## src/rtl/sdram_pkg.sv

```systemverilog
// rtl/sdram_pkg.sv - shared command encodings, FSM states and helpers for the SDRAM sequencer
package sdram_pkg;

  // {cs_n, ras_n, cas_n, we_n}
  localparam logic [3:0] CMD_NOP   = 4'b0111;
  localparam logic [3:0] CMD_ACT   = 4'b0011;
  localparam logic [3:0] CMD_RD    = 4'b0101;
  localparam logic [3:0] CMD_WR    = 4'b0100;
  localparam logic [3:0] CMD_PRE   = 4'b0010;
  localparam logic [3:0] CMD_REF   = 4'b0001;
  localparam logic [3:0] CMD_MRS   = 4'b0000;
  localparam logic [3:0] CMD_DESEL = 4'b1111;

  localparam int A10_BIT = 10;

  typedef enum logic [3:0] {
    ST_INIT_WAIT,
    ST_INIT_PRE,
    ST_INIT_REF1,
    ST_INIT_REF2,
    ST_INIT_MRS,
    ST_IDLE,
    ST_ACT,
    ST_RW,
    ST_REF
  } seq_state_t;

  function automatic int max2(input int x, input int y);
    return (x > y) ? x : y;
  endfunction

endpackage

```

## src/rtl/sdram_refresh_timer.sv

```systemverilog
// rtl/sdram_refresh_timer.sv - free-running refresh interval counter with a single pending flag
module sdram_refresh_timer #(
  parameter int T_REFI = 780
) (
  input  logic clk,
  input  logic rst_n,
  input  logic enable,
  input  logic ack,
  output logic due,
  output logic pending
);

  localparam int CW = $clog2(T_REFI + 1);

  logic [CW-1:0] cnt;

  assign due = enable && (cnt == CW'(T_REFI - 1));

  // A new expiry wins over a same-cycle ack so no interval is lost.
  always_ff @(posedge clk or negedge rst_n) begin
    if (!rst_n) begin
      cnt     <= '0;
      pending <= 1'b0;
    end else begin
      if (!enable || due) cnt <= '0;
      else                cnt <= cnt + CW'(1);
      if (due)      pending <= 1'b1;
      else if (ack) pending <= 1'b0;
    end
  end

endmodule

```

## src/rtl/sdram_cmd_seq.sv

```systemverilog
// rtl/sdram_cmd_seq.sv - SDRAM init/refresh/ACT->RD/WR-AP command sequencer (SDRAM_CMD_SEQ_FAST_INIT_EN: 16-cycle power-up wait)
module sdram_cmd_seq
  import sdram_pkg::*;
#(
  parameter int W_ROW    = 13,
  parameter int W_COL    = 10,
  parameter int W_BANK   = 2,
  parameter int T_INIT   = 20000,
  parameter int T_RP     = 3,
  parameter int T_RCD    = 3,
  parameter int T_RFC    = 9,
  parameter int T_MRD    = 2,
  parameter int T_RWDONE = 8,
  parameter int T_REFI   = 780,
  parameter logic [W_ROW-1:0] MODE_REG = 13'h020
) (
  input  logic                          clk,
  input  logic                          rst_n,
  input  logic                          req_valid,
  output logic                          req_ready,
  input  logic                          req_write,
  input  logic [W_BANK+W_ROW+W_COL-1:0] req_addr,
  output logic                          init_done,
  output logic                          sdram_cke,
  output logic                          sdram_cs_n,
  output logic                          sdram_ras_n,
  output logic                          sdram_cas_n,
  output logic                          sdram_we_n,
  output logic [W_BANK-1:0]             sdram_ba,
  output logic [W_ROW-1:0]              sdram_a
);

`ifdef SDRAM_CMD_SEQ_FAST_INIT_EN
  localparam int INIT_CYCLES = 16;
`else
  localparam int INIT_CYCLES = T_INIT;
`endif

  localparam int T_MAX = max2(max2(max2(INIT_CYCLES, T_RWDONE), max2(T_RFC, T_RCD)),
                              max2(T_RP, T_MRD));
  localparam int TW = $clog2(T_MAX + 1);

  localparam logic [W_ROW-1:0] A_AP = W_ROW'(1 << A10_BIT);

  // Timer is loaded with T-1 so the next command lands exactly T cycles later.
  localparam logic [TW-1:0] LD_RP    = TW'(T_RP - 1);
  localparam logic [TW-1:0] LD_RCD   = TW'(T_RCD - 1);
  localparam logic [TW-1:0] LD_RFC   = TW'(T_RFC - 1);
  localparam logic [TW-1:0] LD_MRD   = TW'(T_MRD - 1);
  localparam logic [TW-1:0] LD_RW    = TW'(T_RWDONE - 1);
  localparam logic [TW-1:0] LD_INIT  = TW'(INIT_CYCLES);

  seq_state_t         state_q, state_d;
  logic [TW-1:0]      timer_q, timer_d;
  logic [3:0]         cmd_q, cmd_d;
  logic [W_BANK-1:0]  ba_d;
  logic [W_ROW-1:0]   a_d;
  logic [W_COL-1:0]   col_q, col_d;
  logic               wr_q, wr_d;
  logic               init_done_d;
  logic               ready_d;
  logic               ref_ack;
  logic               ref_due;
  logic               ref_pending;
  logic               pending_d;
  logic               timer_zero;

  wire [W_BANK-1:0] req_bank = req_addr[W_BANK+W_ROW+W_COL-1 -: W_BANK];
  wire [W_ROW-1:0]  req_row  = req_addr[W_ROW+W_COL-1 -: W_ROW];
  wire [W_COL-1:0]  req_col  = req_addr[W_COL-1:0];

  sdram_refresh_timer #(
    .T_REFI (T_REFI)
  ) u_refresh_timer (
    .clk     (clk),
    .rst_n   (rst_n),
    .enable  (init_done),
    .ack     (ref_ack),
    .due     (ref_due),
    .pending (ref_pending)
  );

  assign timer_zero = (timer_q == '0);
  assign pending_d  = ref_due || (ref_pending && !ref_ack);

  always_comb begin
    state_d     = state_q;
    timer_d     = timer_zero ? timer_q : timer_q - TW'(1);
    cmd_d       = CMD_NOP;
    ba_d        = sdram_ba;
    a_d         = sdram_a;
    col_d       = col_q;
    wr_d        = wr_q;
    init_done_d = init_done;
    ref_ack     = 1'b0;

    case (state_q)
      ST_INIT_WAIT: if (timer_zero) begin
        cmd_d   = CMD_PRE;
        a_d     = A_AP;
        ba_d    = '0;
        timer_d = LD_RP;
        state_d = ST_INIT_PRE;
      end
      ST_INIT_PRE: if (timer_zero) begin
        cmd_d   = CMD_REF;
        timer_d = LD_RFC;
        state_d = ST_INIT_REF1;
      end
      ST_INIT_REF1: if (timer_zero) begin
        cmd_d   = CMD_REF;
        timer_d = LD_RFC;
        state_d = ST_INIT_REF2;
      end
      ST_INIT_REF2: if (timer_zero) begin
        cmd_d   = CMD_MRS;
        a_d     = MODE_REG;
        ba_d    = '0;
        timer_d = LD_MRD;
        state_d = ST_INIT_MRS;
      end
      ST_INIT_MRS: if (timer_zero) begin
        init_done_d = 1'b1;
        state_d     = ST_IDLE;
      end
      ST_IDLE: begin
        // Refresh outranks a waiting request.
        if (ref_pending) begin
          cmd_d   = CMD_REF;
          ref_ack = 1'b1;
          timer_d = LD_RFC;
          state_d = ST_REF;
        end else if (req_valid && req_ready) begin
          cmd_d   = CMD_ACT;
          ba_d    = req_bank;
          a_d     = req_row;
          col_d   = req_col;
          wr_d    = req_write;
          timer_d = LD_RCD;
          state_d = ST_ACT;
        end
      end
      ST_ACT: if (timer_zero) begin
        cmd_d   = wr_q ? CMD_WR : CMD_RD;
        a_d     = A_AP | W_ROW'(col_q);
        timer_d = LD_RW;
        state_d = ST_RW;
      end
      ST_RW, ST_REF: if (timer_zero) begin
        state_d = ST_IDLE;
      end
      default: state_d = ST_INIT_WAIT;
    endcase

    ready_d = (state_d == ST_IDLE) && !pending_d;
  end

  always_ff @(posedge clk or negedge rst_n) begin
    if (!rst_n) begin
      state_q   <= ST_INIT_WAIT;
      timer_q   <= LD_INIT;
      cmd_q     <= CMD_DESEL;
      sdram_cke <= 1'b0;
      sdram_ba  <= '0;
      sdram_a   <= '0;
      col_q     <= '0;
      wr_q      <= 1'b0;
      init_done <= 1'b0;
      req_ready <= 1'b0;
    end else begin
      state_q   <= state_d;
      timer_q   <= timer_d;
      cmd_q     <= cmd_d;
      sdram_cke <= 1'b1;
      sdram_ba  <= ba_d;
      sdram_a   <= a_d;
      col_q     <= col_d;
      wr_q      <= wr_d;
      init_done <= init_done_d;
      req_ready <= ready_d;
    end
  end

  assign {sdram_cs_n, sdram_ras_n, sdram_cas_n, sdram_we_n} = cmd_q;

endmodule

```

## config.mk

```make
export PLATFORM = sky130hd
export DESIGN_NAME = sdram_cmd_seq
export DESIGN_NICKNAME = d
export VERILOG_FILES = /design/src/rtl/sdram_pkg.sv /design/src/rtl/sdram_refresh_timer.sv /design/src/rtl/sdram_cmd_seq.sv
export SDC_FILE = /design/constraint.sdc
export NUM_CORES = 1
export LEC_CHECK = 0
export BUFFER_PORTS_ARGS = -buffer_cell sky130_fd_sc_hd__buf_2
export CAP_MARGIN = 15
export CORE_ASPECT_RATIO = 0.7
export CORE_UTILIZATION = 47
export DETAILED_ROUTE_END_ITERATION = 12
export PLACE_DENSITY = 0.8
export RECOVER_POWER = 100
export SLEW_MARGIN = 20
export SYNTH_ARGS = -nofsm -noshare
export SYNTH_HDL_FRONTEND = slang
export SYNTH_SLANG_ARGS = --single-unit
```

## constraint.sdc

```tcl
create_clock -name clk -period 5.89 [get_ports clk]
set_input_delay 0.8835 -clock clk [delete_from_list [all_inputs] [get_ports clk]]
set_output_delay 0.8835 -clock clk [all_outputs]
set_load 0.1 [all_outputs]
```

# Yosys cells after proc, flatten, opt, wreduce, memory -nomap -nowiden
# Index checks and enable logic that the tools add are counted.
# totals
ff_bits,63
inputBits,29
out_inout_bits,22
wordCells,92
# op_classes
add_sub_neg,2
n_eq_ne,16
n_mux,40
bitwise_logic,1
reduce_logical,21
# op_table
op,count
15-bit two-way mux,7
15-bit one-hot mux with 5 select lines,1
13-bit two-way mux,5
13-bit one-hot mux with 4 select lines,1
4-bit two-way mux,8
4-bit one-hot mux with 7 select lines,1
"4-bit by 3-bit == test with 1-bit output, second input constant",5
15-bit zero test,1
3-bit two-way mux,5
3-bit one-hot mux with 5 select lines,1
"15-bit by 1-bit subtractor with 15-bit output, second input constant",1
"10-bit by 1-bit adder with 10-bit output, second input constant",1
"10-bit == test, second input constant",1
10-bit two-way mux,1
"2-bit != test, second input constant",5
"4-bit by 2-bit == test with 1-bit output, second input constant",2
2-bit two-way mux,4
6-bit AND reduction,1
1-bit two-way mux,5
"4-bit by 1-bit == test with 1-bit output, second input constant",1
"4-bit == test, second input constant",1
1-bit logical AND,4
4-bit zero test,1
2-bit one-hot mux with 2 select lines,1
other kinds (11),16

# Logic depth before layout (Yosys ltp)
# Gate-level depths: netlist of run 1.
# logic_depth
word_depth,7
mapped_depth,10
mapped_depth_nobuf,9

# Cells and area by module
# Synthesis of run 1 repeated with hierarchy kept, for this count alone.
# hier_totals
hier_cells,307
area_unflattened_um2,3241.9
# modules_own_cells
mod,n_inst,cells_per_inst,area_per_inst_um2
sdram_cmd_seq,1,254,2702.6
sdram_refresh_timer,1,53,539.3

# Worst setup path after synthesis of run 1
# OpenSTA, ideal clock, no wires.
# synth_path
path_kind,reg2reg
start,reg timer_q[4]
end,reg sdram_a[0]
arrival_time_ps,2105
required_time_ps,5765
path_slack_ps,3659
stages_incl_launch_ff,8
n_path_buf,2
synth_period_minus_slack_ps,2231
cell_sequence,dfrtp_1 or4_1 buf_2 and4bb_4 o21ai_2 a21oi_4 buf_6 mux2_2
# synth_via
elab_chain_cells,3
word_cells_on_any_way,5
cone_classes,3 x eq/ne; 2 x reduce/logical
# synth_lines
element,line_no,source
from (decl),sdram_cmd_seq.sv:54,"logic [TW-1:0] timer_q, timer_d;"
from (signal assigned),sdram_cmd_seq.sv:172,timer_q <= timer_d;
15-bit zero test (*),sdram_cmd_seq.sv:83,assign timer_zero = (timer_q == '0);
2-bit != test (no source line),-,
6-bit AND reduction (no source line) (*),-,
to (signal assigned),sdram_cmd_seq.sv:165,sdram_a <= '0;
to (signal assigned),sdram_cmd_seq.sv:176,sdram_a <= a_d;
to (decl),sdram_cmd_seq.sv:30,output logic [W_ROW-1:0] sdram_a
# Mark *: on every way between the ends. The rest lies on a longest branch, timed or not.
# A chain may end at the register's enable or synchronous reset.

# Worst setup path after layout of run 1
# layout_path
start,reg timer_q[4]
end,reg sdram_a[8]
# The elaborated chain is that of the path after synthesis.

==> insert_results.sql, run 1 <==
INSERT INTO impl_metrics (metric_group, metric, value, unit) VALUES
('run_status', 'outcome', 'finished clean', ''),
('sta', 'fin_crit', '3.65', 'ns'),
('sta', 'timing.final.max_slew_violations', '0', ''),
('logic_synthesis', 'synth_seq_area_share', '50.7', '%'),
('grt', 'number_of_antenna_violations_at_the_first_check_in_global_routing', '0', ''),
('logic_synthesis', 'syn_inst', '317', ''),
('worst_hold_path', 'worstHoldPathType', 'register to register', ''),
('placement', 'hpwl_dp', '4540', 'µm'),
('grt', 'grt_start_max_net_pins', '64', ''),
('sta', 'hold_slack', '0.487', 'ns'),
('logic_synthesis', 'synth_area_leaders', 'dfrtp_1 43%, dfstp_2 7.5%, nand2_1 5.5%, mux2_2 4.7%, nor2_1 3.6%', ''),
('routing', 'routed_via_density', '5.40', ''),
('worst_setup_path', 'cp.required', '6.12', 'ns'),
('sta', 'report.final.setup_viol', '0', ''),
('worst_setup_path', 'cp-end-kind', 'register', ''),
('logic_synthesis', 'yosysWarningCount', '0', ''),
('cts', 'numClockSinks', '63', ''),
('sta', 'fin_worst_skew', '0.0101', 'ns'),
('sta', 'max_slew_headroom', '6.11', '%'),
('cells_and_area', 'final_net_count', '397', ''),
('cells_and_area', 'n_antenna_cell', '0', ''),
('routing', 'number_of_iterations_in_the_first_detailed_routing_pass', '5', ''),
('logic_synthesis', 'synth_most_common_cell', 'dfrtp_1', ''),
('die', 'starting_density_of_the_core', '49.4', '%'),
('pwr', 'power_density', '226', 'nW/µm²'),
('logic_synthesis', 'synth_area', '3130', 'µm²'),
('cts', 'tritoncts', 'done', ''),
('die', 'io-pin-count', '51', ''),
('run', 'timing.max_cap.violations', '0', ''),
('sta', 'report.final.hold_viol_count', '0', ''),
('grt', 'first_pass_grt_wire_length', '11200', 'µm'),
('cts', 'ctsLongestPathBuffers', '2', ''),
('logic_synthesis', 'yosys.area_share.xor_xnor', '5.59', '%'),
('cts', 'cts.reportedPaths.clkPinSlew', '0.07', 'ns'),
('cts', 'clk_latency', '0.35', 'ns'),
('sta', 'timing_worst_slew_pin_value', '1.41', 'ns'),
('cts', 'clock_tree.htree_level_count', '3', ''),
('worst_setup_path', 'critical_path.max_fanout', '15', ''),
('cts', 'cts_buffers', '9', ''),
('die', 'die_area', '7000', 'µm²'),
('placement', 'port_buffers', '50', ''),
('die', 'core_area', '6340', 'µm²'),
('grt', 'grtUsageTotal', '21.2', '%'),
('grt', 'first_global_vias', '2380', ''),
('sta', 'layout_worst_path_cycle_share', '62.0', '%'),
('routing', 'drtIter0Drc', '156', ''),
('cts', 'clk_root_buffer_cell', 'clkbuf_8', ''),
('logic_synthesis', 'syn-mean-instance-area', '9.88', 'µm²'),
('logic_synthesis', 'synth_largest_type_area_fraction', '43.1', '%'),
('logic_synthesis', 'synth_top_flop_cell', 'dfrtp_1', ''),
('logic_synthesis', 'synth_simple_gate_area_share', '20.4', '%'),
('logic_synthesis', 'synthTopCellsByCount', '54 x dfrtp_1, 46 x nand2_1, 30 x nor2_1', ''),
('logic_synthesis', 'synthesis.nets', '351', ''),
('logic_synthesis', 'synth-adder-area-share', '2.00', '%'),
('grt', 'grt-ovfl-total', '0', ''),
('sta', 'max_freq', '274', 'MHz'),
('sta', 'fin_tns_setup', '0', 'ns'),
('logic_synthesis', 'complex_gate_fraction_of_the_synthesized_area', '12.1', '%'),
('cells_and_area', 'area_growth_syn_to_layout', '13.9', '%'),
('pwr', 'leakage', '0.00158', 'µW'),
('cts', 'postCtsHoldBufs', '0', ''),
('die', 'dieWidth', '99.6', 'µm'),
('logic_synthesis', 'ys_async_sr_fraction', '100', '%'),
('logic_synthesis', 'synth.area.mux_share', '5.31', '%'),
('cts', 'cts_setup_buffers', '0', ''),
('die', 'die_h', '70.3', 'µm'),
('worst_setup_path', 'critical_path_class', 'register to register', ''),
('routing', 'postRouteAntennaNets', '0', ''),
('placement', 'gp_routability_congestion', '0.919', ''),
('logic_synthesis', 'yosys.cell_types.count', '50', ''),
('worst_setup_path', 'critical_path.startpoint_type', 'register', '');
==> stage by stage <==
step                      instance area (µm²)  utilization [%]  worst slack, ns  instances  power [µW]
after CTS                                3620             57.2             3.26        459         814
after global placement                   3440             54.2             3.25        443         470
final                                    3570             56.3             2.24        459         805
after floorplan                          3130                -             3.66        317         451
after detailed placement                 3440             54.3             3.28        443         470
after global routing                     3570             56.3             2.04        459         835
==> worst max-delay path, cell delays in order (launching register included) <==
cell      delay (ns)
dfrtp_1         0.43
or4_1           0.64
and4bb_1        0.69
o21ai_0         0.23
a21oi_1         1.10
mux2_2          0.44
==> sequential cells by signal, summed over array words and instances, names as in the netlist <==
| signal | count |
|---|---|
| cmd_q | 4 |
| col_q | 10 |
| init_done | 1 |
| req_ready | 1 |
| sdram_a | 13 |
| sdram_ba | 2 |
| sdram_cke | 1 |
| state_q | 4 |
| timer_q | 15 |
| u_refresh_timer.cnt | 10 |
| u_refresh_timer.pending | 1 |
| wr_q | 1 |
==> final timing paths <==
path / from / end / slack [ns] / depth (start not counted)
setup / recovery: timer_q[4] / sdram_a[8] / 2.24 / 5
hold / removal: col_q[3] / col_q[3] / 0.49 / 2
setup reg to reg: timer_q[4] / sdram_a[8] / 2.24 / 5
hold reg to reg: col_q[3] / col_q[3] / 0.49 / 2
max in group asynchronous: rst_n / sdram_a[11] / 4.66 / 2
min in group asynchronous: rst_n / sdram_a[7] / 0.69 / 2
==> cell families after synthesis <==
kind of cell | Yosys count
and+or+nand+nor | 132
DFF | 63
xor gates and xnor gates | 20
other | 2
muxes | 15
buffers and inverters | 27
AOI/OAI and AO/OA | 53
adders and majority gates | 5
==> metal layers <==
| metal | GRT usage [%] | routed length (µm) | up-vias |
|---|---|---|---|
| met5 | 0 | 0 | - |
| met3 | 6.81 | 409 | 11 |
| met4 | 8.17 | 99 | 0 |
| li1 | - | - | 1199 |
| met2 | 29.1 | 2900 | 82 |
| met1 | 30.9 | 3390 | 1186 |
==> where the power goes <==
part	switching [µW]	internal [µW]
sequential	0.343	434
combinational	19.6	7.57
clock	156	187
total	176	629
==> area by class of cell <==
type                    instances  area [µm²]
repair buffers                 52         234
clock inverters                 1        5.00
multi-input cells             227        1410
flip-flops and latches         63        1590
fillers                       572        2770
inverters                      10        37.5
clock buffers                  15         176
well taps                      91         114
==> layout by cell type, fill, tap and decap left out, types with 10 or more instances in the layout <==
cell type / Yosys / layout
nor3_1: 11 / 11
clkbuf_8: 0 / 12
inv_1: 9 / 10
xor2_1: 11 / 11
clkbuf_1: 11 / 26
a22o_1: 10 / 10
buf_2: 4 / 28
nor2_1: 30 / 30
o21ai_0: 14 / 15
mux2_2: 13 / 13
nand2_1: 46 / 46
dfrtp_1: 54 / 54
(Power assumes the default switching activity.)
==> inputs of run 2 (changes only) <==
Settings changed: ABC_AREA set to 1, PLACE_DENSITY 0.8 to 0.83.
Clock period 5.89 ns to 3.14 ns, I/O delays scaled along.
==> insert_results.sql, run 2 <==
INSERT INTO impl_metrics (metric_group, metric, value, unit) VALUES
('logic_synthesis', 'synth-adder-area-share', '1.90', '%'),
('cts', 'clk_latency', '0.34', 'ns'),
('worst_setup_path', 'critical_path.max_fanout', '18', ''),
('routing', 'number_of_iterations_in_the_first_detailed_routing_pass', '5', ''),
('die', 'die_area', '7340', 'µm²'),
('sta', 'report.final.hold_viol_count', '0', ''),
('logic_synthesis', 'synthesis.nets', '447', ''),
('cells_and_area', 'multiInputGateArea', '1480', 'µm²'),
('run_status', 'outcome', 'complete, but fails checks', ''),
('routing', 'drtIter0Drc', '206', ''),
('routing', 'num_vias', '2836', ''),
('logic_synthesis', 'ys_async_sr_fraction', '100', '%'),
('cells_and_area', 'registers.top_by_ff_count', 'timer_q', ''),
('worst_hold_path', 'timing.hold.worst.start', 'req_addr[24]', ''),
('placement', 'hpwl_dp', '5510', 'µm'),
('routing', 'postRouteAntennaNets', '0', ''),
('cts', 'tritoncts', 'done', ''),
('cells_and_area', 'final_net_count', '502', ''),
('worst_setup_path', 'critical_path_class', 'register to register', ''),
('die', 'die_h', '72.0', 'µm'),
('logic_synthesis', 'synth_seq_area_share', '48.3', '%'),
('logic_synthesis', 'largest_family_of_logic_cells_by_synthesized_area', 'simple AND/OR/NAND/NOR gates', ''),
('pwr', 'leakage', '0.00185', 'µW'),
('cells_and_area', 'final.fill_count', '669', ''),
('worst_setup_path', 'cp.required', '3.35', 'ns'),
('run', 'timing.max_cap.violations', '1', ''),
('sta', 'fin_worst_skew', '0.00655', 'ns'),
('cts', 'cts.reportedPaths.clkPinSlew', '0.07', 'ns'),
('sta', 'max_freq', '388', 'MHz'),
('sta', 'timing.final.max_slew_violations', '31', ''),
('worst_setup_path', 'rr_endpoint', 'sdram_a[11]', ''),
('cts', 'cts_setup_buffers', '0', ''),
('cts', 'cts.repair.resized', '0', ''),
('cts', 'ctsLongestPathBuffers', '2', ''),
('cts', 'clk_root_buffer_cell', 'clkbuf_8', ''),
('pwr', 'power_density', '415', 'nW/µm²'),
('worst_setup_path', 'cp-end-kind', 'register', ''),
('logic_synthesis', 'synth_area_leaders', 'dfrtp_1 41%, nand2_1 10%, nor2_1 9.6%, dfstp_2 7.2%, nand3_1 5.2%', ''),
('sta', 'grt_setup_unrepaired', 'no', ''),
('logic_synthesis', 'syn-mean-instance-area', '7.96', 'µm²'),
('placement', 'gp_routability_congestion', '0.896', ''),
('sta', 'fin_tns_setup', '0', 'ns'),
('logic_synthesis', 'syn_inst', '413', ''),
('sta', 'timing_worst_slew_pin_value', '1.57', 'ns'),
('grt', 'grt-ovfl-total', '0', ''),
('logic_synthesis', 'synth_simple_gate_area_share', '33.7', '%'),
('worst_hold_path', 'timing.hold.worst_endpoint', 'sdram_ba[1]', ''),
('routing', 'drt_wl_cell', '13.1', 'µm'),
('logic_synthesis', 'synth_largest_type_area_fraction', '41.1', '%'),
('logic_synthesis', 'synthTopCellsByCount', '90 x nand2_1, 84 x nor2_1, 54 x dfrtp_1', ''),
('worst_setup_path', 'launch_point_of_the_worst_reg_to_reg_path', 'state_q[1]', ''),
('grt', 'number_of_antenna_violations_at_the_first_check_in_global_routing', '0', ''),
('cells_and_area', 'register_area', '1590', 'µm²'),
('logic_synthesis', 'yosys.cell_types.count', '40', ''),
('routing', 'routed_via_density', '5.00', ''),
('cells_and_area', 'largest_reg_flops', '15', ''),
('die', 'starting_density_of_the_core', '48.6', '%'),
('die', 'io-pin-count', '51', ''),
('logic_synthesis', 'synth_most_common_cell', 'nand2_1', ''),
('logic_synthesis', 'synth_top_flop_cell', 'dfrtp_1', ''),
('sta', 'report.final.setup_viol', '0', ''),
('cells_and_area', 'biggestRegsByFlops', 'timer_q (15), sdram_a (13)', ''),
('grt', 'first_pass_grt_wire_length', '12300', 'µm'),
('sta', 'max_slew_headroom', '-4.76', '%'),
('worst_hold_path', 'worstHoldPathType', 'primary input to register', ''),
('cts', 'numClockSinks', '63', ''),
('logic_synthesis', 'synth.area.mux_share', '0', '%'),
('logic_synthesis', 'synth_area', '3290', 'µm²'),
('die', 'core_area', '6760', 'µm²'),
('cts', 'clock_tree.htree_level_count', '3', ''),
('cells_and_area', 'area_growth_syn_to_layout', '14.3', '%'),
('logic_synthesis', 'yosysTopAreaCell', 'dfrtp_1', ''),
('routing', 'wirelength', '7420', 'µm'),
('die', 'floorplan.rows', '25', ''),
('cells_and_area', 'fin_util', '55.6', '%'),
('placement', 'port_buffers', '50', ''),
('run_status', 'violations', 'max-capacitance violations, max-slew violations', ''),
('worst_setup_path', 'r2r.worst_path.cells', '10', ''),
('grt', 'first_global_vias', '2592', ''),
('sta', 'layout_worst_path_cycle_share', '82.1', '%'),
('grt', 'grt_start_max_net_pins', '35', ''),
('worst_setup_path', 'rrSetupSlack', '0.56', 'ns'),
('grt', 'grtUsageTotal', '22.5', '%'),
('logic_synthesis', 'synth-edff-count', '0', ''),
('sta', 'fin_crit', '2.58', 'ns'),
('logic_synthesis', 'yosysWarningCount', '0', ''),
('logic_synthesis', 'postSynthRegisterBits', '63', ''),
('cells_and_area', 'mostFrequentLayoutCells', '93 x nand2_1, 85 x nor2_1, 54 x dfrtp_1, 36 x nand3_1, 33 x inv_1', ''),
('cells_and_area', 'share_of_layout_cells_above_drive_strength_1', '15.9', '%'),
('pwr', 'ir_drop', '0.253', 'mV'),
('worst_hold_path', 'whs_path_depth', '3', ''),
('cts', 'postCtsHoldBufs', '0', ''),
('die', 'dieWidth', '102', 'µm'),
('logic_synthesis', 'yosys.area_share.xor_xnor', '2.13', '%'),
('cells_and_area', 'n_antenna_cell', '0', ''),
('cts', 'cts_buffers', '9', ''),
('cells_and_area', 'mostFrequentLayoutCell', 'nand2_1', ''),
('routing', 'drc', '0', ''),
('logic_synthesis', 'complex_gate_fraction_of_the_synthesized_area', '7.84', '%'),
('worst_setup_path', 'critical_path.startpoint_type', 'register', ''),
('worst_setup_path', 'arrival', '2.79', 'ns');
-- run 2: changes by cell type after synthesis, sizes merged, moves of 5 or more --
cell    previous run  this run
nor2b              6         0
xor2              11         6
nor3              11         6
nor4               6         1
xnor2              9         2
clkbuf            11         1
inv               10        40
a21oi              6        16
nand2             46        99
nand3              9        37
mux2              13         0
nor2              30        90
a22o              10         4
-- run 2: report_power, final --
part | internal, µW | total, µW | switching [µW]
logic | 12.7 | 43.5 | 30.8
registers | 814 | 814 | 0.329
clock network | 386 | 703 | 316
total | 1210 | 1560 | 347
-- run 2: final cells by class --
| cell class | instances | area share, % |
|---|---|---|
| Clock buffer | 11 | 3.76 |
| Clock inverter | 5 | 1.53 |
| Inverter | 40 | 4.03 |
| Multi-Input combinational cell | 303 | 39.3 |
| Sequential cell | 63 | 42.3 |
| Tap cell | 94 | 3.13 |
| Timing Repair Buffer | 51 | 6.03 |
-- run 2: cells by family after synthesis --
family / count (synthesis)
buffers and inverters: 47
AO/OA/AOI/OAI: 45
AND/OR/NAND/NOR: 243
XOR/XNOR: 8
other: 2
adder cells (fa/ha/maj): 5
flip-flops: 63
-- run 2: how the worst max path moves through the flow --
stage | start | endpoint | slack (ns)
2_1_floorplan | req_ready | sdram_a[0] | 1.12
3_3_place_gp | timer_q[0] | timer_q[7] | 0.90
3_5_place_dp | timer_q[0] | timer_q[7] | 0.74
4_1_cts | timer_q[0] | timer_q[7] | 0.74
5_1_grt | state_q[1] | col_q[3] | 0.26
6_report | state_q[1] | sdram_a[11] | 0.56
-- run 2: worst max-delay path, stage by stage (launching register included) --
cell,delay [ns]
dfrtp_1,0.42
inv_2,0.10
nand2_2,0.10
nor2_8,0.27
clkinvlp_2,0.39
nand3_2,0.22
nand2_4,0.09
nor2_4,0.23
nand2_1,0.36
nand2_1,0.15
o21ai_0,0.09
-- run 2: through the flow --
step	instance area, µm²	power (µW)	setup WS [ns]	hold slack (ns)	instances
final	3760	1560	0.561	0.321	567
after global routing	3760	1620	0.260	0.314	567
after CTS	3820	1580	0.739	0.168	567
after detailed placement	3620	875	0.741	0.459	551
after global placement	3620	875	0.896	0.452	551
after floorplan	3290	840	1.12	0.175	413
-- run 2: per-layer routing --
| metal | share of wire, % | track usage, % | up-vias | routed length [µm] |
|---|---|---|---|---|
| met3 | 7.5 | 8.29 | 6 | 555 |
| met5 | 0 | 0 | - | 0 |
| met4 | 1.1 | 6.98 | 0 | 80 |
| met2 | 43 | 31.4 | 76 | 3220 |
| li1 | - | - | 1429 | - |
| met1 | 48 | 32.6 | 1325 | 3560 |
==> inputs of run 3 (changes only) <==
Settings changed: ABC_AREA 1 to 0, PLACE_DENSITY 0.83 to 0.8.
Clock period 3.14 ns to 2.7 ns, I/O delays scaled along.
==> insert_results.sql, run 3 (synthesis results as in run 1) <==
INSERT INTO impl_metrics (metric_group, metric, value, unit) VALUES
('sta', 'grt_setup_unrepaired', 'no', ''),
('cts', 'cts_setup_buffers', '0', ''),
('worst_setup_path', 'critical_path.top_delay_family', 'simple AND/OR/NAND/NOR gates', ''),
('routing', 'num_vias', '2513', ''),
('cts', 'numClockSinks', '63', ''),
('cells_and_area', 'registers.top_by_ff_count', 'timer_q', ''),
('grt', 'number_of_antenna_violations_at_the_first_check_in_global_routing', '0', ''),
('grt', 'first_global_vias', '2358', ''),
('pwr', 'power_density', '493', 'nW/µm²'),
('worst_setup_path', 'cp.required', '2.93', 'ns'),
('worst_setup_path', 'rrSetupSlack', '0.20', 'ns'),
('sta', 'report.final.hold_viol_count', '0', ''),
('run', 'timing.max_cap.violations', '1', ''),
('grt', 'grt_start_max_net_pins', '33', ''),
('run_status', 'violations', 'max-capacitance violations, max-slew violations', ''),
('worst_hold_path', 'whs_path_depth', '3', ''),
('worst_setup_path', 'critical_path.n_buffers_inverters', '0', ''),
('cts', 'cts_buffers', '9', ''),
('pwr', 'finalPower', '1800', 'µW'),
('worst_hold_path', 'worstHoldPathType', 'primary input to register', ''),
('cts', 'cts.repair.resized', '0', ''),
('cts', 'clk_latency', '0.34', 'ns'),
('sta', 'fin_tns_setup', '0', 'ns'),
('routing', 'drt_wl_cell', '14.2', 'µm'),
('cells_and_area', 'biggestRegsByFlops', 'timer_q (15), sdram_a (13)', ''),
('worst_setup_path', 'critical-path-slowest-cell', 'or4_1', ''),
('cts', 'cts.reportedPaths.clkPinSlew', '0.07', 'ns'),
('run_status', 'outcome', 'complete, but fails checks', ''),
('sta', 'timing.final.max_slew_violations', '33', ''),
('worst_hold_path', 'timing.hold.worst.start', 'req_addr[1]', ''),
('worst_setup_path', 'critical_path.max_fanout', '12', ''),
('grt', 'first_pass_grt_wire_length', '11000', 'µm'),
('worst_setup_path', 'arrival', '2.73', 'ns'),
('grt', 'grt-ovfl-total', '0', ''),
('worst_setup_path', 'crit_path_cell_trace', 'or4_1 > and4bb_4 > o21ai_1 > a21oi_4 > mux2_2', ''),
('placement', 'hpwl_dp', '4750', 'µm'),
('routing', 'routed_via_density', '5.39', ''),
('routing', 'number_of_iterations_in_the_first_detailed_routing_pass', '4', ''),
('sta', 'max_freq', '400', 'MHz'),
('die', 'dieWidth', '99.6', 'µm'),
('sta', 'max_slew_headroom', '-8.57', '%'),
('die', 'die_area', '7000', 'µm²'),
('worst_setup_path', 'r2r.worst_path.cells', '5', ''),
('die', 'core_area', '6340', 'µm²'),
('cts', 'clock_tree.htree_level_count', '3', ''),
('sta', 'layout_worst_path_cycle_share', '92.7', '%'),
('worst_setup_path', 'rr_endpoint', 'sdram_a[8]', ''),
('routing', 'drtIter0Drc', '178', ''),
('cts', 'clk_root_buffer_cell', 'clkbuf_8', ''),
('sta', 'fin_crit', '2.50', 'ns'),
('cells_and_area', 'share_of_layout_cells_above_drive_strength_1', '20.3', '%'),
('placement', 'gp_routability_congestion', '0.936', ''),
('worst_setup_path', 'critical_path.startpoint_type', 'register', ''),
('cells_and_area', 'final_net_count', '404', ''),
('cells_and_area', 'n_antenna_cell', '0', ''),
('routing', 'wirelength', '6630', 'µm'),
('cells_and_area', 'mostFrequentLayoutCell', 'dfrtp_1', ''),
('sta', 'report.final.setup_viol', '0', ''),
('die', 'starting_density_of_the_core', '49.4', '%'),
('sta', 'fin_worst_skew', '0.00854', 'ns'),
('worst_hold_path', 'timing.hold.worst_endpoint', 'col_q[1]', ''),
('worst_setup_path', 'cp-end-kind', 'register', ''),
('pwr', 'ir_drop', '0.367', 'mV'),
('cells_and_area', 'largest_reg_flops', '15', ''),
('sta', 'timing_worst_slew_pin_value', '1.63', 'ns'),
('worst_setup_path', 'launch_point_of_the_worst_reg_to_reg_path', 'timer_q[4]', ''),
('routing', 'postRouteAntennaNets', '0', ''),
('placement', 'port_buffers', '50', ''),
('worst_setup_path', 'critical_path_class', 'register to register', ''),
('worst_setup_path', 'slowest_delay', '0.62', 'ns'),
('die', 'die_h', '70.3', 'µm'),
('cells_and_area', 'mostFrequentLayoutCells', '54 x dfrtp_1, 46 x nand2_1, 30 x nor2_1, 27 x buf_2, 25 x clkbuf_1', ''),
('cts', 'tritoncts', 'done', ''),
('pwr', 'leakage', '0.00162', 'µW'),
('cts', 'ctsLongestPathBuffers', '2', ''),
('routing', 'drc', '0', ''),
('die', 'floorplan.rows', '24', ''),
('die', 'io-pin-count', '51', ''),
('cts', 'postCtsHoldBufs', '0', ''),
('grt', 'grtUsageTotal', '20.5', '%'),
('cells_and_area', 'area_growth_syn_to_layout', '16.1', '%');
==> run 3: cell count changes in the layout (fill, tap and decap cells not counted), sizes merged, moves of 6 or more <==
| cell | change |
|---|---|
| a21oi | -10 |
| a22o | +6 |
| nor2b | +6 |
| nand3 | -28 |
| mux2 | +13 |
| nor2 | -60 |
| xnor2 | +7 |
| inv | -29 |
| nand2 | -53 |
| buf | +7 |
==> run 3: metrics by stage <==
| step | instances | worst slack, ns | area (µm²) | util, % | hold slack [ns] |
|---|---|---|---|---|---|
| global placement | 450 | 0.300 | 3500 | 55.3 | 0.458 |
| global route | 466 | 0.0821 | 3640 | 57.4 | 0.250 |
| floorplan | 317 | 0.469 | 3130 | - | 0.109 |
| finish | 466 | 0.197 | 3640 | 57.4 | 0.252 |
| detailed placement | 450 | 0.249 | 3500 | 55.3 | 0.467 |
| CTS | 466 | 0.237 | 3690 | 58.2 | 0.127 |
==> run 3: layout make-up <==
class / count / area, µm²
Clock inverter: 6 / 61.3
Sequential cell: 63 / 1590
Tap cell: 91 / 114
Multi-Input combinational cell: 227 / 1430
Clock buffer: 10 / 128
Inverter: 10 / 37.5
Fill cell: 564 / 2700
Timing Repair Buffer: 59 / 283
==> run 3: layer usage <==
layer  global-route usage, %  vias up  routed length (µm)
li1                        -     1208                   -
met1                    30.3     1216                3280
met2                    28.9       80                2860
met3                    4.40        9                 384
met4                    9.15        0                  99
met5                       0        -                   0
==> run 3: how the worst max path moves through the flow <==
stage,start,endpoint,slack [ns],cells past startpoint
after detailed placement,timer_q[4],sdram_a[8],0.25,5
after global routing,timer_q[4],sdram_a[12],0.08,6
after global placement,timer_q[4],sdram_a[1],0.30,5
after CTS,timer_q[4],sdram_a[4],0.24,5
after floorplan,timer_q[4],sdram_a[0],0.47,7
final,timer_q[4],sdram_a[8],0.20,5
==> run 3: worst reg2reg max path, cell delays in order (launching register included) <==
cell and delay (ns):
dfrtp_1 0.43, or4_1 0.62, and4bb_4 0.42, o21ai_1 0.14, a21oi_4 0.40, mux2_2 0.39
==> run 3: power by group <==
part           internal [µW]  total, µW  switching [µW]
combinational           15.8       58.2            42.4
sequential               947        948           0.907
clock                    423        789             366
